==> src/rtl/cordic_bus_slave.sv <==
// rtl/cordic_bus_slave.sv - APB-style register slave for a CORDIC controller
// Optional sticky IRQ latch enabled by defining CORDIC_BUS_IRQ_LATCH_EN.
module cordic_bus_slave #(
  parameter int p_WIDTH      = 32,
  parameter int p_ADDR_WIDTH = 5
) (
  input  logic                    clk,
  input  logic                    rst,
  input  logic                    psel,
  input  logic                    penable,
  input  logic                    pwrite,
  input  logic [p_ADDR_WIDTH-1:0] paddr,
  input  logic [p_WIDTH-1:0]      pwdata,
  output logic [p_WIDTH-1:0]      prdata,
  output logic                    pready,
  output logic                    pslverr,
  output logic [p_WIDTH-1:0]      xInput,
  output logic [p_WIDTH-1:0]      yInput,
  output logic [p_WIDTH-1:0]      zInput,
  output logic [p_WIDTH-1:0]      controlRegisterInput,
  input  logic [p_WIDTH-1:0]      xResult,
  input  logic [p_WIDTH-1:0]      yResult,
  input  logic [p_WIDTH-1:0]      zResult,
  input  logic [p_WIDTH-1:0]      controlRegisterOutput,
  input  logic                    controlRegisterWriteEnable,
  input  logic                    interrupt,
  output logic                    irq
);

  localparam logic [p_ADDR_WIDTH-1:0] L_ADDR_X    = p_ADDR_WIDTH'(5'h00);
  localparam logic [p_ADDR_WIDTH-1:0] L_ADDR_Y    = p_ADDR_WIDTH'(5'h04);
  localparam logic [p_ADDR_WIDTH-1:0] L_ADDR_Z    = p_ADDR_WIDTH'(5'h08);
  localparam logic [p_ADDR_WIDTH-1:0] L_ADDR_CTRL = p_ADDR_WIDTH'(5'h0C);
  localparam logic [p_ADDR_WIDTH-1:0] L_ADDR_IRQ  = p_ADDR_WIDTH'(5'h10);
  localparam logic [p_WIDTH-1:0]      L_CTRL_RST  = p_WIDTH'(32'h0001_0000);

  typedef enum logic [1:0] {S_IDLE, S_WAIT, S_DONE} state_t;

  state_t                    r_state;
  state_t                    w_next;
  logic                      w_commit;
  logic                      w_addr_err;
  logic [p_ADDR_WIDTH-1:0]   r_addr;
  logic                      r_write;
  logic [p_WIDTH-1:0]        r_wdata;
  logic                      r_err;
  logic                      w_wr;
  logic                      w_rd;
  logic [p_WIDTH-1:0]        w_rdata;
  logic [p_WIDTH-1:0]        r_x;
  logic [p_WIDTH-1:0]        r_y;
  logic [p_WIDTH-1:0]        r_z;
  logic [p_WIDTH-1:0]        r_ctrl;
  logic [p_WIDTH-1:0]        r_prdata;
  logic                      r_int_d;

  always_ff @(posedge clk or negedge rst) begin
    if (!rst) r_state <= S_IDLE;
    else      r_state <= w_next;
  end

  // A transfer cannot start from DONE; it must pass through IDLE first.
  always_comb begin
    w_next = r_state;
    case (r_state)
      S_IDLE:  if (psel && penable) w_next = S_WAIT;
      S_WAIT:  w_next = S_DONE;
      S_DONE:  w_next = S_IDLE;
      default: w_next = S_IDLE;
    endcase
  end

  always_comb begin
    pready   = (r_state == S_DONE);
    pslverr  = (r_state == S_DONE) && r_err;
    w_commit = (r_state == S_WAIT);
  end

`ifdef CORDIC_BUS_IRQ_LATCH_EN
  assign w_addr_err = (paddr[1:0] != 2'b00) || (paddr > L_ADDR_IRQ);
`else
  assign w_addr_err = (paddr[1:0] != 2'b00) || (paddr >= L_ADDR_IRQ);
`endif

  // Request is captured at start so a mid-transfer psel drop still completes.
  always_ff @(posedge clk or negedge rst) begin
    if (!rst) begin
      r_addr  <= '0;
      r_write <= 1'b0;
      r_wdata <= '0;
      r_err   <= 1'b0;
    end else if (r_state == S_IDLE && psel && penable) begin
      r_addr  <= paddr;
      r_write <= pwrite;
      r_wdata <= pwdata;
      r_err   <= w_addr_err;
    end
  end

  assign w_wr = w_commit && r_write && !r_err;
  assign w_rd = w_commit && !r_write;

`ifdef CORDIC_BUS_IRQ_LATCH_EN
  logic r_pend;
  logic w_clr;
  assign w_clr = w_wr && (r_addr == L_ADDR_IRQ) && r_wdata[0];

  always_ff @(posedge clk or negedge rst) begin
    if (!rst) r_pend <= 1'b0;
    else      r_pend <= (interrupt && !r_int_d) || (r_pend && !w_clr);
  end

  assign irq = r_pend;
`else
  assign irq = r_int_d;
`endif

  always_comb begin
    w_rdata = '0;
    if (!r_err) begin
      case (r_addr)
        L_ADDR_X:    w_rdata = xResult;
        L_ADDR_Y:    w_rdata = yResult;
        L_ADDR_Z:    w_rdata = zResult;
        L_ADDR_CTRL: w_rdata = r_ctrl;
`ifdef CORDIC_BUS_IRQ_LATCH_EN
        L_ADDR_IRQ:  w_rdata = p_WIDTH'(r_pend);
`endif
        default:     w_rdata = '0;
      endcase
    end
  end

  // Controller write-back loads everything; a simultaneous bus write then overrides the low half.
  always_ff @(posedge clk or negedge rst) begin
    if (!rst) begin
      r_x      <= '0;
      r_y      <= '0;
      r_z      <= '0;
      r_ctrl   <= L_CTRL_RST;
      r_prdata <= '0;
      r_int_d  <= 1'b0;
    end else begin
      r_int_d <= interrupt;
      if (controlRegisterWriteEnable) r_ctrl <= controlRegisterOutput;
      if (w_wr) begin
        case (r_addr)
          L_ADDR_X:    r_x <= r_wdata;
          L_ADDR_Y:    r_y <= r_wdata;
          L_ADDR_Z:    r_z <= r_wdata;
          L_ADDR_CTRL: r_ctrl[15:0] <= r_wdata[15:0];
          default:     ;
        endcase
      end
      if (w_rd) r_prdata <= w_rdata;
    end
  end

  assign prdata               = r_prdata;
  assign xInput               = r_x;
  assign yInput               = r_y;
  assign zInput               = r_z;
  assign controlRegisterInput = r_ctrl;

endmodule

==> config.mk <==
export PLATFORM = sky130hd
export DESIGN_NAME = cordic_bus_slave
export DESIGN_NICKNAME = d
export VERILOG_FILES = /design/src/rtl/cordic_bus_slave.sv
export SDC_FILE = /design/constraint.sdc
export NUM_CORES = 1
export LEC_CHECK = 0
export ABC_AREA = 1
export BUFFER_PORTS_ARGS = -buffer_cell sky130_fd_sc_hd__buf_2
export CAP_MARGIN = 25
export CORE_ASPECT_RATIO = 0.75
export CORE_UTILIZATION = 45
export CTS_BUF_LIST = sky130_fd_sc_hd__clkbuf_4 sky130_fd_sc_hd__clkbuf_8 sky130_fd_sc_hd__clkbuf_16
export DETAILED_ROUTE_END_ITERATION = 10
export PLACE_DENSITY = 0.77
export SLEW_MARGIN = 20
export SYNTH_ARGS = -nofsm -noshare
export SYNTH_HDL_FRONTEND = slang
export SYNTH_SLANG_ARGS = --single-unit
==> constraint.sdc <==
create_clock -name clk -period 2.1 [get_ports clk]
set_input_delay 0.42 -clock clk [delete_from_list [all_inputs] [get_ports clk]]
set_output_delay 0.42 -clock clk [all_outputs]
set_load 0.005 [all_outputs]
[Word-level counts from Yosys, hierarchy flattened]
Cells that the tools add are included.
Storage, ports and cells
  latch bits: 0
  bits in writable memories: 0
  output and inout bits: 163
  memory bits (read-only): 0
  memories: 0
  word-level logic and storage cells: 42
  register bits: 202
Operators by class
  bitwise operators: 0
  $add $sub $neg: 0
  reductions and logical operators: 16
  multiplexer cells: 7
  divide/modulo/power cells: 0
  multiply operators: 0
  shift operators: 0
  equality and inequality tests: 6
  order comparisons: 1
Operator list (count)
  case mux 32 bit (4 select lines): 1
  two-way mux 16 bit: 3
  two-way mux 32 bit: 1
  equality test 5 x 4 -> 1 bit, second input constant: 2
  logical AND 1 bit: 7
  AND reduction 2 bit: 3
  equality test 5 x 3 -> 1 bit, second input constant: 1
  greater-or-equal comparator 5 bit, second input constant: 1
  zero test 5 bit: 1
  case mux 2 bit (2 select lines): 1
  equality test 2 x 1 -> 1 bit, second input constant: 1
  equality test 2 bit, second input constant: 1
  zero test 1 bit: 2
  zero test 2 bit: 1
  two-way mux 2 bit: 1
  inequality test 2 bit, second input constant: 1
  nonzero test 2 bit: 1
  logical OR 1 bit: 1

[Longest topological paths before layout]
Gate-level depths: netlist of run 1.
  word-level depth: 4
  depth in mapped cells: 8

[Worst setup path before layout of run 1]
OpenSTA, ideal clock, no wires.
  path type: input to register
  start point: input port controlRegisterWriteEnable
  end point: register r_ctrl[17], in the netlist controlRegisterInput[17]
  stages on the path: 3
  data arrival time: 1.194 ns
  setup time: 0.125 ns
  data required time: 1.975 ns
  path slack: 0.782 ns
  cell sequence: clkbuf_1 buf_2 mux2_2
RTL lines
  start, declared: RTL line 25  | input logic controlRegisterWriteEnable,
  end signal, assigned: RTL line 145  | if (controlRegisterWriteEnable) r_ctrl <= controlRegisterOutput;
  end, declared: RTL line 53  | logic [p_WIDTH-1:0] r_ctrl;
No word-level cell between the ends.

[Worst setup path in the final report of run 1]
  start point: register r_state[1]
  end point: output port pslverr
On the way
  cells in the longest elaborated chain, start to end: 2
RTL lines
  start, declared: RTL line 39  | state_t r_state;
  start signal, assigned: RTL line 59  | else r_state <= w_next;
  equality test 2 bit: RTL line 75  | pslverr = (r_state == S_DONE) && r_err;
  logical AND 1 bit: RTL line 75
  end, declared: RTL line 16  | output logic pslverr,
No other way between the ends.

==> summary.txt, run 1 <==
Status: finished, final reports clean
Logic pwr share: 17.3%
Max clock buf depth: 3
RSZ-0062 raised after global routing: false
Critical Path Sink Type: primary output
Yosys top cell area share: 54.78%
Setup TNS Final: 0 ps
WL per Instance: 19.04 um
Placed Cells: 1607
Switching share of power: 29.81%
GR Layer Usage met2: 43.96%
Pin slew with the least headroom to its limit: 671.0 ps
Worst Reg-to-Reg Cells: 6
Met3 Use GR: 7.574%
FF/Latch Area: 5057 um2
Max Slew Vio Count: 0
Max Cap Viol: 0
Share of layout cells above drive strength 1: 31.32%
Register area share after synthesis: 55.07%
Kind of start point of the critical path: flop
Slew headroom: 55.27%
Clk_skew: 15.82 ps
Clock root buffer: clkbuf_16
Synth Cell Area: 9181 um2
Share of power burned in registers: 45.3%
WP data arrival: 1310 ps
Psw: 2997 uW
Cts bufs inserted: 21
Final worst path period share: 82.62%
Fin cells: 1648
Vias per cell: 5.550
Final ANT Viol Nets: 0
Clock sinks: 202
Average cell area after synthesis: 8.549 um2
Final GP Congestion: 0.9433
Synthesized instance count: 1074
Placed Area: 11200 um2
Yosys reg bits: 202
Final Hold Viols: 0
Reg2reg end: controlRegisterInput[6]
Hold path startpoint: interrupt
Final HPWL DP: 22150 um
Initial antenna violation count: 6
Max frequency: 0.5764 GHz
# DRC: 0
Reg-to-reg setup timing slack: 390 ps
Multi-input gate area: 3700 um2
Top Usage Layer GRT: met2
Vias in the first global route: 8695
Post-CTS Resized: 0
Most common cell in the netlist: nand2_1
CTS tree: built
Max H-tree Level: 1
Internal: 7058 uW
Row count: 44
Nets@finish: 1550
Clock-pin slew on the worst setup and hold paths: 60 ps
Top cells by area, synth: dfrtp_1 55%, nand2_1 18%, nand4_1 8.7%
Hold EP: irq
Synth Flop Type: dfrtp_1
Clock latency on the worst-skew pair: 500 ps
WHS: 31.01 ps
Gr usage total: 29.67%
Pwr dens: 843.9 nW/um2
WP data required: 1680 ps
Core ar.: 19650 um2
Layout area overhead: 29.76%
Routed WL: 31370 um
Design Area, Final: 11910 um2
M1 GR Usage: 42.92%
Worst min-delay path category: in -> reg
Initial Util: 46.72%
Worst Path Max Fanout: 3
Die ar.: 20980 um2
Initial DRC count: 1061
Number of synthesized flops with an enable pin: 0
Final Util: 60.62%
# setup viols final: 0
Ys async rst share: 100.0%
Fin crit period: 1735 ps
Leak: 0.006903 uW
Die X: 166.9 um
TritonRoute pass-1 iters: 9
Ys Warns: 0
Area leader, netlist: dfrtp_1
Crit path kind: reg -> out
Clock power frac: 37.5%
Number of fill cells: 1733
Via count: 9146
Max rail drop VDD: 0.5881 mV
Global-route wire length before repair: 48850 um
Post-synth top cells: 446 x nand2_1, 201 x dfrtp_1, 128 x nand4_1
Top Ports: 335
Buffers on Ports: 334
GRT overflow: 0
Chip height: 125.7 um
Largest net degree at the start of global routing: 69
Syn nets: 1246
Yosys cell types: 23
Origin of the critical flop-to-flop path: r_addr[1]
Min-Delay Path Depth: 1
registers in the layout (all words and copies together) (netlist names):
register	cells
controlRegisterInput	32
irq	1
prdata	32
r_addr	5
r_err	1
r_state	2
r_wdata	32
r_write	1
xInput	32
yInput	32
zInput	32
power by group through the flow:
stage | Combinational (uW) | Sequential (uW) | Clock (uW)
final | 1740 | 4550 | 3770
after CTS | 1710 | 4540 | 3830
after detailed placement | 1700 | 4610 | 0
after global placement | 1670 | 4610 | 0
after floorplan | 950 | 4480 | 0
after global routing | 1910 | 4590 | 4000
worst max-delay path, cell delays in order, from the launching register on:
cell and delay (ps):
dfrtp_1 410, inv_1 70, nor3_1 170, buf_2 160
worst max-delay path by stage:
stage,start,to,slack [ps]
2_1_floorplan,controlRegisterWriteEnable,controlRegisterInput[17],780
3_3_place_gp,r_addr[1],controlRegisterInput[3],440
3_5_place_dp,r_addr[1],controlRegisterInput[6],390
4_1_cts,r_state[1],pslverr,360
5_1_grt,r_addr[1],controlRegisterInput[2],200
6_report,r_state[1],pslverr,370
logic make-up after synthesis:
family,synth area share [%]
AND/OR/NAND/NOR,28.25
flip-flops,55.07
AO/OA/AOI/OAI,8.068
buffers and inverters,4.906
multiplexers,3.707
through the flow:
| step | power, uW | worst slack [ps] |
|---|---|---|
| 5_1_grt | 10500 | 199.8 |
| 3_3_place_gp | 6277 | 438.6 |
| 4_1_cts | 10080 | 363.6 |
| 2_1_floorplan | 5429 | 781.6 |
| 3_5_place_dp | 6313 | 391.7 |
| 6_report | 10050 | 365.0 |
layout make-up:
class                           instances  share of cell area [%]
Clock inverter                          6                  0.7561
Timing Repair Buffer                  372                   17.67
Inverter                                7                  0.2205
Multi-Input combinational cell        774                   31.05
Sequential cell                       202                   42.45
Tap cell                              253                   2.657
Clock buffer                           28                   5.062
Antenna cell                            6                  0.1260
repair_timing:
item	CTS	global route
setup buffers	0	0
endpoints found under the hold margin	57	0
hold buffers	1	0
endpoints found under the setup margin	0	0
metal layers:
metal | share of wire [%] | vias to the layer above
met5 | 0.041 | -
li1 | - | 4236
met1 | 43 | 4347
met3 | 10 | 74
met4 | 2.7 | 2
met2 | 44 | 487
placed cells by master (no fill, tap or decap), types with 6 or more instances in the layout:
| cell type | n |
|---|---|
| buf_12 | 11 |
| buf_2 | 333 |
| buf_4 | 26 |
| clkbuf_16 | 21 |
| dfrtp_1 | 200 |
| diode_2 | 6 |
| mux2_2 | 16 |
| mux2i_1 | 16 |
| nand2_1 | 446 |
| nand4_1 | 128 |
| o21ai_0 | 102 |
| o21ai_1 | 45 |
Note: power is estimated with default switching activity, not from simulation.
==> run 2: changes to the inputs <==
--- a/config.mk
+++ b/config.mk
@@ -5,7 +5,7 @@
 export SDC_FILE = /design/constraint.sdc
 export NUM_CORES = 1
 export LEC_CHECK = 0
-export ABC_AREA = 1
+export ABC_AREA = 0
 export BUFFER_PORTS_ARGS = -buffer_cell sky130_fd_sc_hd__buf_2
 export CAP_MARGIN = 25
 export CORE_ASPECT_RATIO = 0.75
==> constraint.sdc (replaced) <==
create_clock -name clk -period 1.6 [get_ports clk]
set_input_delay 0.32 -clock clk [delete_from_list [all_inputs] [get_ports clk]]
set_output_delay 0.32 -clock clk [all_outputs]
set_load 0.005 [all_outputs]
==> run 2 against run 1 <==
  * Clock-buffer cell count up 6
  * Sequential power up 31%
  * Synthesized cell count down 47%
  * Register-to-register slack worse by 900 ps
  * Die area down 5.1%
  * Clock skew up 2.3 ps
  * Non-clock buffer count up 37
  * Via count down 27%
  * The run now ends with setup timing left
  * Sequential share of layout area down 3.7 points
==> summary.txt, run 2 <==
Status: complete, but fails checks
Failing checks: setup timing
Vias per cell: 5.433
Yosys cell types: 27
Gr usage total: 26.82%
GRT overflow: 0
Most common cell after layout, fill and taps aside: buf_2
Die X: 162.6 um
Via count: 6656
Die ar.: 19920 um2
Clock root buffer: clkbuf_16
Number of synthesized flops with an enable pin: 0
Hold path startpoint: paddr[3]
Post-synthesis mux area share: 32.48%
Max H-tree Level: 1
WL per Instance: 23.17 um
WP data arrival: 2490 ps
Most frequent cells in the layout: 333 x buf_2, 200 x dfrtp_1, 140 x mux2_4
Share of layout cells above drive strength 1: 68.71%
Leak: 0.006935 uW
Layout area overhead: 49.95%
Final Hold Viols: 0
CTS tree: built
Max clock buf depth: 3
Clock latency on the worst-skew pair: 500 ps
Top Ports: 335
Buffers on Ports: 334
# DRC: 0
Vias in the first global route: 6783
FF/Latch Area: 5060 um2
Antenna Cells: 0
Core ar.: 18720 um2
Worst Path Max Fanout: 8
Synth Cell Area: 8710 um2
Clock sinks: 202
Synthesized instance count: 573
Final GP Congestion: 0.8622
Top cells by area, synth: dfrtp_1 58%, mux2_2 18%, mux2i_1 7.4%
Yosys reg bits: 202
WP data required: 1970 ps
Post-Synth Adder-Cell Area: 0%
Max Slew Vio Count: 0
Min-Delay Path Depth: 3
Synth Flop Type: dfrtp_1
Setup ws final: -514.1 ps
Most common cell in the netlist: dfrtp_1
Nets@finish: 1135
Syn nets: 745
Initial Util: 46.52%
Fin crit period: 2114 ps
RSZ-0062 raised after global routing: true
Yosys top cell area share: 57.75%
# setup viols final: 183
Post-synth top cells: 201 x dfrtp_1, 136 x mux2_2, 64 x mux2i_1
Synth Area in Compound Gates: 5.631%
TritonRoute pass-1 iters: 4
Average cell area after synthesis: 15.20 um2
Post-synthesis simple-gate area fraction: 1.408%
Largest net degree at the start of global routing: 48
Final Util: 69.75%
Origin of the critical flop-to-flop path: r_addr[1]
Register area share after synthesis: 58.05%
Power Total: 13340 uW
Number of fill cells: 1256
Reg2reg end: zInput[18]
Clk_skew: 18.17 ps
Global-route wire length before repair: 39910 um
Multi-input gate area: 4083 um2
Worst Reg-to-Reg Cells: 5
Final ANT Viol Nets: 0
Worst min-delay path category: in -> reg
Clock-pin slew on the worst setup and hold paths: 70 ps
Critical Path Sink Type: flop
Max Cap Viol: 0
Crit path kind: reg -> reg
Initial antenna violation count: 0
Max frequency: 0.4730 GHz
Routed WL: 28380 um
Largest family of logic cells by synthesized area: multiplexers
Row count: 43
Ys async rst share: 100.0%
Ys Warns: 0
Final worst path period share: 132.1%
Initial DRC count: 272
Hold EP: r_addr[3]
Area leader, netlist: dfrtp_1
Max rail drop VDD: 0.8017 mV
Slew headroom: 75.20%
Kind of start point of the critical path: flop
Chip height: 122.5 um
Reg-to-reg setup timing slack: -510 ps
Final HPWL DP: 17590 um
Pwr dens: 1021 nW/um2
Xor and xnor area share after synthesis: 0%
Pin slew with the least headroom to its limit: 361.7 ps
Cts bufs inserted: 21
run 2: logic make-up after synthesis:
family | count (synthesis)
mux | 245
flops | 202
compound gates | 66
buf+inv | 43
simple gates | 17
run 2: cell type report:
cell class	instances	share of cell area (%)
clock inverter	4	0.2012
clock buffer	34	5.154
timing repair buffer	409	22.25
multi-input combinational	328	31.26
sequential	202	38.74
tap	247	2.366
inverter	1	0.02874
run 2: metrics by stage:
stage | hold WS, ps | setup TNS [ps] | worst slack, ps | area [um2] | instances
finish | 37.84 | -60530 | -514.1 | 13060 | 1225
global route | 38.49 | -65860 | -549.8 | 13060 | 1225
CTS | 26.78 | -57080 | -501.1 | 12630 | 1217
detailed placement | 272.1 | -58410 | -496.7 | 11090 | 1150
global placement | 266.2 | -54600 | -473.8 | 11090 | 1150
floorplan | 24.41 | -42430 | -468.7 | 8896 | 573
run 2: worst max-delay path by stage:
stage | slack, ps | startpoint | end | depth (start not counted)
finish | -510 | r_addr[1] | zInput[18] | 5
global route | -550 | r_addr[1] | zInput[16] | 5
global placement | -470 | r_err | zInput[22] | 4
floorplan | -470 | r_addr[1] | controlRegisterInput[10] | 6
CTS | -500 | r_state[1] | zInput[5] | 4
detailed placement | -500 | r_addr[1] | yInput[19] | 5
run 2: repair_timing:
| item | CTS | global route |
|---|---|---|
| hold buffers | 2 | 0 |
| endpoints found under the setup margin | 183 | 183 |
| setup buffers | 16 | 8 |
| pin swaps | 25 | 18 |
| resized for setup | 82 | 75 |
| hold endpoints to repair | 32 | 0 |
| gates cloned | 12 | 6 |
run 2: report_power, final:
group          switching [uW]  internal (uW)  total (uW)
registers                 428           5510        5940
logic                    1040           1420        2460
clock network            2050           2880        4930
total                    3520           9810       13300
run 2: layer usage:
| metal | global-route usage, % | up-vias | routed length, um |
|---|---|---|---|
| met1 | 34.85 | 3404 | 12250 |
| met3 | 6.185 | 51 | 2027 |
| met2 | 45.78 | 300 | 13450 |
| li1 | - | 2901 | - |
| met4 | 6.250 | 0 | 650 |
| met5 | 0 | - | 0 |
run 2: critical path, stage by stage (launching register included):
cell	delay [ps]
dfrtp_1	400
or4_4	560
or3_4	420
buf_4	160
buf_12	140
mux2_4	290
